==> src/rtl/axis_uart_tx.sv <==
// AXI-Stream slave to UART transmitter: a small input FIFO feeds a start/data/parity/stop
// serialiser driving the TX pin. Frames go back-to-back while the FIFO holds data.
module axis_uart_tx #(
    parameter int unsigned DATA_WIDTH  = 8,
    parameter int unsigned CLK_FREQ_HZ = 50000000,
    parameter int unsigned BAUD        = 115200,
    parameter int unsigned PARITY_EN   = 0,
    parameter int unsigned PARITY_ODD  = 0,
    parameter int unsigned STOP_BITS   = 1,
    parameter int unsigned FIFO_DEPTH  = 4
) (
    input  logic                          clk,
    input  logic                          rst,
    input  logic [DATA_WIDTH-1:0]         s_axis_tdata,
    input  logic                          s_axis_tvalid,
    output logic                          s_axis_tready,
    output logic                          uart_tx,
    output logic                          tx_busy,
    output logic                          frame_done,
    output logic [$clog2(FIFO_DEPTH):0]   fifo_count
);

    localparam int unsigned CLKS_PER_BIT = CLK_FREQ_HZ / BAUD;
    localparam int unsigned BAUD_W       = $clog2(CLKS_PER_BIT);
    localparam int unsigned PTR_W        = $clog2(FIFO_DEPTH);
    localparam int unsigned CNT_W        = PTR_W + 1;
    localparam int unsigned BIT_W        = $clog2(DATA_WIDTH + 1);

    typedef enum logic [2:0] {IDLE, START, DATA, PARITY, STOP} state_t;

    state_t                r_state;
    state_t                w_state_next;
    logic [DATA_WIDTH-1:0] r_mem [FIFO_DEPTH];
    logic [PTR_W-1:0]      r_wptr;
    logic [PTR_W-1:0]      r_rptr;
    logic [CNT_W-1:0]      r_count;
    logic [CNT_W-1:0]      w_count_next;
    logic                  r_tready;
    logic [DATA_WIDTH-1:0] r_shift;
    logic [DATA_WIDTH-1:0] w_shift_next;
    logic [DATA_WIDTH-1:0] w_head;
    logic                  r_par;
    logic [BAUD_W-1:0]     r_baud;
    logic [BIT_W-1:0]      r_bit;
    logic                  r_tx;
    logic                  r_busy;
    logic                  r_done;
    logic                  w_push;
    logic                  w_pop;
    logic                  w_empty;
    logic                  w_tick;
    logic                  w_frame_end;
    logic                  w_tx_next;
    logic                  w_busy_next;
    logic                  w_done_next;

    assign w_push       = s_axis_tvalid && r_tready;
    assign w_empty      = (r_count == CNT_W'(0));
    assign w_tick       = (r_baud == BAUD_W'(CLKS_PER_BIT - 1));
    assign w_head       = r_mem[r_rptr];
    assign w_count_next = r_count + CNT_W'(w_push) - CNT_W'(w_pop);

    assign s_axis_tready = r_tready;
    assign uart_tx       = r_tx;
    assign tx_busy       = r_busy;
    assign frame_done    = r_done;
    assign fifo_count    = r_count;

    // FIFO storage; contents need no reset since the pointers define validity
    always_ff @(posedge clk) begin
        if (w_push) begin
            r_mem[r_wptr] <= s_axis_tdata;
        end
    end

    // State register
    always_ff @(posedge clk or posedge rst) begin
        if (rst) begin
            r_state <= IDLE;
        end else begin
            r_state <= w_state_next;
        end
    end

    // Next-state logic; a pop always coincides with entering START
    always_comb begin : next_state
        w_state_next = r_state;
        w_pop        = 1'b0;
        w_frame_end  = 1'b0;
        case (r_state)
            IDLE: begin
                if (!w_empty) begin
                    w_state_next = START;
                    w_pop        = 1'b1;
                end
            end
            START: begin
                if (w_tick) begin
                    w_state_next = DATA;
                end
            end
            DATA: begin
                if (w_tick && (r_bit == BIT_W'(DATA_WIDTH - 1))) begin
                    w_state_next = (PARITY_EN != 0) ? PARITY : STOP;
                end
            end
            PARITY: begin
                if (w_tick) begin
                    w_state_next = STOP;
                end
            end
            STOP: begin
                if (w_tick && (r_bit == BIT_W'(STOP_BITS - 1))) begin
                    w_frame_end = 1'b1;
                    if (!w_empty) begin
                        w_state_next = START;
                        w_pop        = 1'b1;
                    end else begin
                        w_state_next = IDLE;
                    end
                end
            end
            default: w_state_next = IDLE;
        endcase
    end

    // Output logic: line level is computed for the upcoming cycle so uart_tx is a flop
    always_comb begin : outputs
        w_shift_next = r_shift;
        if (w_pop) begin
            w_shift_next = w_head;
        end else if ((r_state == DATA) && w_tick) begin
            w_shift_next = r_shift >> 1;
        end
        w_tx_next = 1'b1;
        case (w_state_next)
            START:   w_tx_next = 1'b0;
            DATA:    w_tx_next = w_shift_next[0];
            PARITY:  w_tx_next = r_par;
            default: w_tx_next = 1'b1;
        endcase
        w_busy_next = (w_state_next != IDLE);
        w_done_next = w_frame_end;
    end

    // Datapath, FIFO pointers and registered outputs
    always_ff @(posedge clk or posedge rst) begin
        if (rst) begin
            r_wptr   <= '0;
            r_rptr   <= '0;
            r_count  <= '0;
            r_tready <= 1'b1;
            r_shift  <= '0;
            r_par    <= 1'b0;
            r_baud   <= '0;
            r_bit    <= '0;
            r_tx     <= 1'b1;
            r_busy   <= 1'b0;
            r_done   <= 1'b0;
        end else begin
            if (w_push) begin
                r_wptr <= r_wptr + PTR_W'(1);
            end
            if (w_pop) begin
                r_rptr <= r_rptr + PTR_W'(1);
                r_par  <= (^w_head) ^ 1'(PARITY_ODD);
            end
            r_count  <= w_count_next;
            r_tready <= (w_count_next != CNT_W'(FIFO_DEPTH));
            r_shift  <= w_shift_next;
            if ((r_state == IDLE) || w_tick) begin
                r_baud <= '0;
            end else begin
                r_baud <= r_baud + BAUD_W'(1);
            end
            if (w_state_next != r_state) begin
                r_bit <= '0;
            end else if (w_tick && ((r_state == DATA) || (r_state == STOP))) begin
                r_bit <= r_bit + BIT_W'(1);
            end
            r_tx   <= w_tx_next;
            r_busy <= w_busy_next;
            r_done <= w_done_next;
        end
    end

endmodule

==> config.mk <==
export PLATFORM = sky130hd
export DESIGN_NAME = axis_uart_tx
export DESIGN_NICKNAME = d
export VERILOG_FILES = /design/src/rtl/axis_uart_tx.sv
export SDC_FILE = /design/constraint.sdc
export NUM_CORES = 1
export LEC_CHECK = 0
export BUFFER_PORTS_ARGS = -buffer_cell sky130_fd_sc_hd__buf_2
export CAP_MARGIN = 30
export CORE_ASPECT_RATIO = 0.5
export CORE_MARGIN = 2
export CORE_UTILIZATION = 54
export CTS_CLUSTER_DIAMETER = 60
export DETAILED_ROUTE_END_ITERATION = 6
export PLACE_DENSITY = 0.8
export SYNTH_ARGS = -nofsm -noshare
export SYNTH_HDL_FRONTEND = slang
export SYNTH_SLANG_ARGS = --single-unit
==> constraint.sdc <==
create_clock -name clk -period 2.55 [get_ports clk]
set_clock_uncertainty 0.1 [all_clocks]
set_input_delay 0.255 -clock clk [delete_from_list [all_inputs] [get_ports clk]]
set_output_delay 0.255 -clock clk [all_outputs]
set_load 0.02 [all_outputs]
==> impl_metrics.py <==
metrics = {
    "worst_setup_path": {
        "startpoint_type": "flop",
        "required_ns": 2.71,
        "crit_arrival_ns": 2.67,
        "path_max_fanout": 3,
        "critPathCaptureType": "flop",
        "path_class": "reg -> reg",
    },
    "cells_and_area": {
        "num-nets-final": 290,
        "layout_common_cells": "dfrtp_1 (34), edfxtp_1 (32), nor2_1 (26)",
        "postLayoutCoreUtil_pct": 67.9,
        "synthToLayoutAreaGrowth_pct": 21.1,
        "antenna_cells": 0,
        "final_area_um2": 3730,
        "final_common_cell": "dfrtp_1",
        "layout-drive-gt1-share_pct": 27.4,
    },
    "floorplanning": {
        "die_height_um": 57.4,
        "die-area_um2": 6360,
        "start_util_pct": 56.1,
        "coreArea_um2": 5490,
        "io_pins": 18,
        "die_w_um": 111,
        "rows": 19,
    },
    "route": {
        "wl_per_cell_um": 16.1,
        "ant_nets": 0,
        "drt_first_pass_iters": 4,
        "drc": 0,
        "via_count": 1928,
        "first_iter_violations": 78,
        "routed_wl_mm": 5.58,
        "viasPerCell": 5.56,
    },
    "synth": {
        "ys_seq_area_share_pct": 60.5,
        "synth-compound-area-share_pct": 4.47,
        "synth_fa_ha_area_share_pct": 4.31,
        "synth-xor-area-share_pct": 6.54,
        "synth_top_family_by_area": "simple AND/OR/NAND/NOR gates",
        "synth_seq_cells": 68,
        "netlist_instances": 232,
        "synth_top_area_share_pct": 31.2,
        "synth_mux_area_share_pct": 8.81,
        "ys.warnings.count": 0,
        "ys_types": 42,
        "synth_area_um2": 3080,
        "syn_nets": 253,
        "synth.avg_cell_area_um2": 13.3,
        "yosysTopAreaCell": "edfxtp_1",
        "synth-simple-area-share_pct": 12.4,
        "synthTopCellsByArea": "edfxtp_1 (31%), dfrtp_1 (28%), mux4_2 (5.8%), xnor2_1 (4.8%), ha_1 (3.7%)",
    },
    "grt": {
        "grt.total_usage_pct": 18.9,
        "gr-usage-met3_pct": 7.33,
        "grt.met1_usage_pct": 22.9,
        "grt_pass1_vias": 1961,
        "antenna_found_initial": 0,
        "grt_pass1_wl_mm": 9.09,
        "grt_max_degree": 21,
        "grt_busiest_layer": "met2",
        "overflow": 0,
        "use_met2_pct": 31.7,
    },
    "timing": {
        "worst_slew_pin_slew_ns": 0.499,
        "hold_viol_final": 0,
        "final_max_slew_viol_count": 0,
        "maxSlewHeadroom_pct": 66.7,
        "min_period_ns": 2.51,
        "period_share_pct": 98.4,
        "rsz0062_at_grt": "yes",
        "setup_viol": 0,
        "fmax_mhz": 399,
    },
    "power_and_ir_drop": {
        "p_switching_mw": 0.808,
        "p_leak_nw": 1.52,
        "p_seq_share_pct": 43.4,
        "power.internal_mw": 2.38,
        "swShare_pct": 25.4,
        "p_comb_share_pct": 14.7,
        "ir_drop_uv": 556,
        "power_frac_clock_pct": 41.9,
        "p_per_area_nw_per_um2": 854,
    },
    "clocking": {
        "insertion_delay_ns": 0.33,
        "path_clk_slew_ns": 0.05,
        "h-tree-depth": 3,
        "cts_buffers": 9,
        "cts_buffer_depth": 2,
        "cts_tree": "done",
        "clkSinkCount": 68,
        "cts-root-buf": "clkbuf_16",
    },
    "worst_hold_path": {
        "min_path_type": "in -> reg",
    },
    "job": {
        "cap_violations": 0,
    },
    "placement": {
        "port_buffers": 17,
        "postPlaceCellArea_um2": 3320,
        "gp_congestion": 0.820,
        "hpwlAfterDp_mm": 3.64,
    },
    "status": {
        "outcome": "finished clean",
    },
}
[what timing repair did]
action / 4_1_cts / 5_1_grt
gates resized for setup: 0 / 7
hold buffers: 1 / 0
setup endpoints to repair: 1 / 2
setup buffers: 0 / 5
endpoints found under the hold margin: 11 / 0
pin swaps: 1 / 5
[registers in the layout, summed over array words and instances, names as in the netlist]
name and cells:
r_shift 8, tx_busy 1, r_baud 9, r_mem 32, uart_tx 1, r_par 1
frame_done 1, r_wptr 2, r_bit 4, s_axis_tready 1, fifo_count 3, r_state 3
r_rptr 2
[routing by layer]
layer | vias to the layer above | part of all wire [%]
met3 | 12 | 5.1
met1 | 949 | 42
met5 | - | 0
met2 | 63 | 52
met4 | 0 | 1.5
li1 | 904 | -
[path summary, 6_finish.rpt]
| path | from | depth (start not counted) | slack [ns] | to |
|---|---|---|---|---|
| min in group asynchronous | rst | 3 | 0.40 | frame_done |
| min | s_axis_tdata[4] | 1 | 0.04 | r_mem[0][4] |
| max reg2reg | r_bit[0] | 11 | 0.04 | s_axis_tready |
| min reg2reg | r_par | 2 | 0.40 | r_par |
| max in group asynchronous | rst | 4 | 1.31 | uart_tx |
| max | r_bit[0] | 11 | 0.04 | s_axis_tready |
[cell type report]
class                      instances  area [um^2]
clock buffer                       9          225
clock inverter                     7         98.8
fill                             353         1760
inverter                          15         56.3
multi-input combinational        141         1180
sequential                        68         1860
tap                               73         91.3
timing repair buffer              34          215
[worst max-delay path: stages, from the launching register on]
cell and delay (ns):
dfrtp_1 0.39, inv_1 0.07, ha_2 0.15, or3b_4 0.39, nor3_4 0.23, o21ai_2 0.11
nand2b_4 0.17, nand2_2 0.07, ha_4 0.13, fa_2 0.45, nor2_1 0.10, nand2_1 0.06
[power groups by stage]
stage	clock network [mW]	registers [mW]	logic, mW
global route	1.40	1.40	0.521
finish	1.33	1.38	0.470
detailed placement	0	1.40	0.433
floorplan	0	1.41	0.272
global placement	0	1.38	0.402
CTS	1.35	1.38	0.438
[cells in the mapped netlist (all sizes together)]
library cell and count:
and3 4, and4b 1, nor4 4, nand2 10
and3b 1, nand3b 2, o311ai 1, nor2 26
o211ai 1, edfxtp 32, mux2i 8, o2bb2ai 2
inv 15, ha 9, dfrtp 34, mux4 8
o21ai 5, or2 1, fa 1, clkbuf 5
a211oi 2, xor2 6, nand4bb 1, a21oi 8
nand2b 2, and4bb 1, a31o 1, dfstp 2
nand4 2, o31ai 2, or3b 1, xnor2 17
and2 1, buf 3, nand3 4, nor3 6
mux2 1, nor3b 1, nand4b 1
[stage by stage]
step / worst slack [ns] / power, mW / cells / setup TNS [ns] / hold WS, ns
6_report: 0.0415 / 3.19 / 347 / 0 / 0.0355
2_1_floorplan: 0.0356 / 1.69 / 232 / 0 / 0.254
4_1_cts: 0.0324 / 3.16 / 342 / 0 / 0.0285
3_5_place_dp: -0.0201 / 1.83 / 325 / -0.0201 / 0.203
5_1_grt: -0.0715 / 3.32 / 347 / -0.0715 / 0.0311
3_3_place_gp: 0.0910 / 1.79 / 325 / 0 / 0.183
[kinds of logic (layout without fill, tap and decap cells)]
kind of cell	after synthesis	count (layout)
multiplexers	17	17
flip-flops	68	68
XOR/XNOR	23	23
AND/OR/NAND/NOR	69	69
adder cells (fa/ha/maj)	10	10
AO/OA/AOI/OAI	22	22
buffers and inverters	23	65
Power figures use the tool's default switching activity.
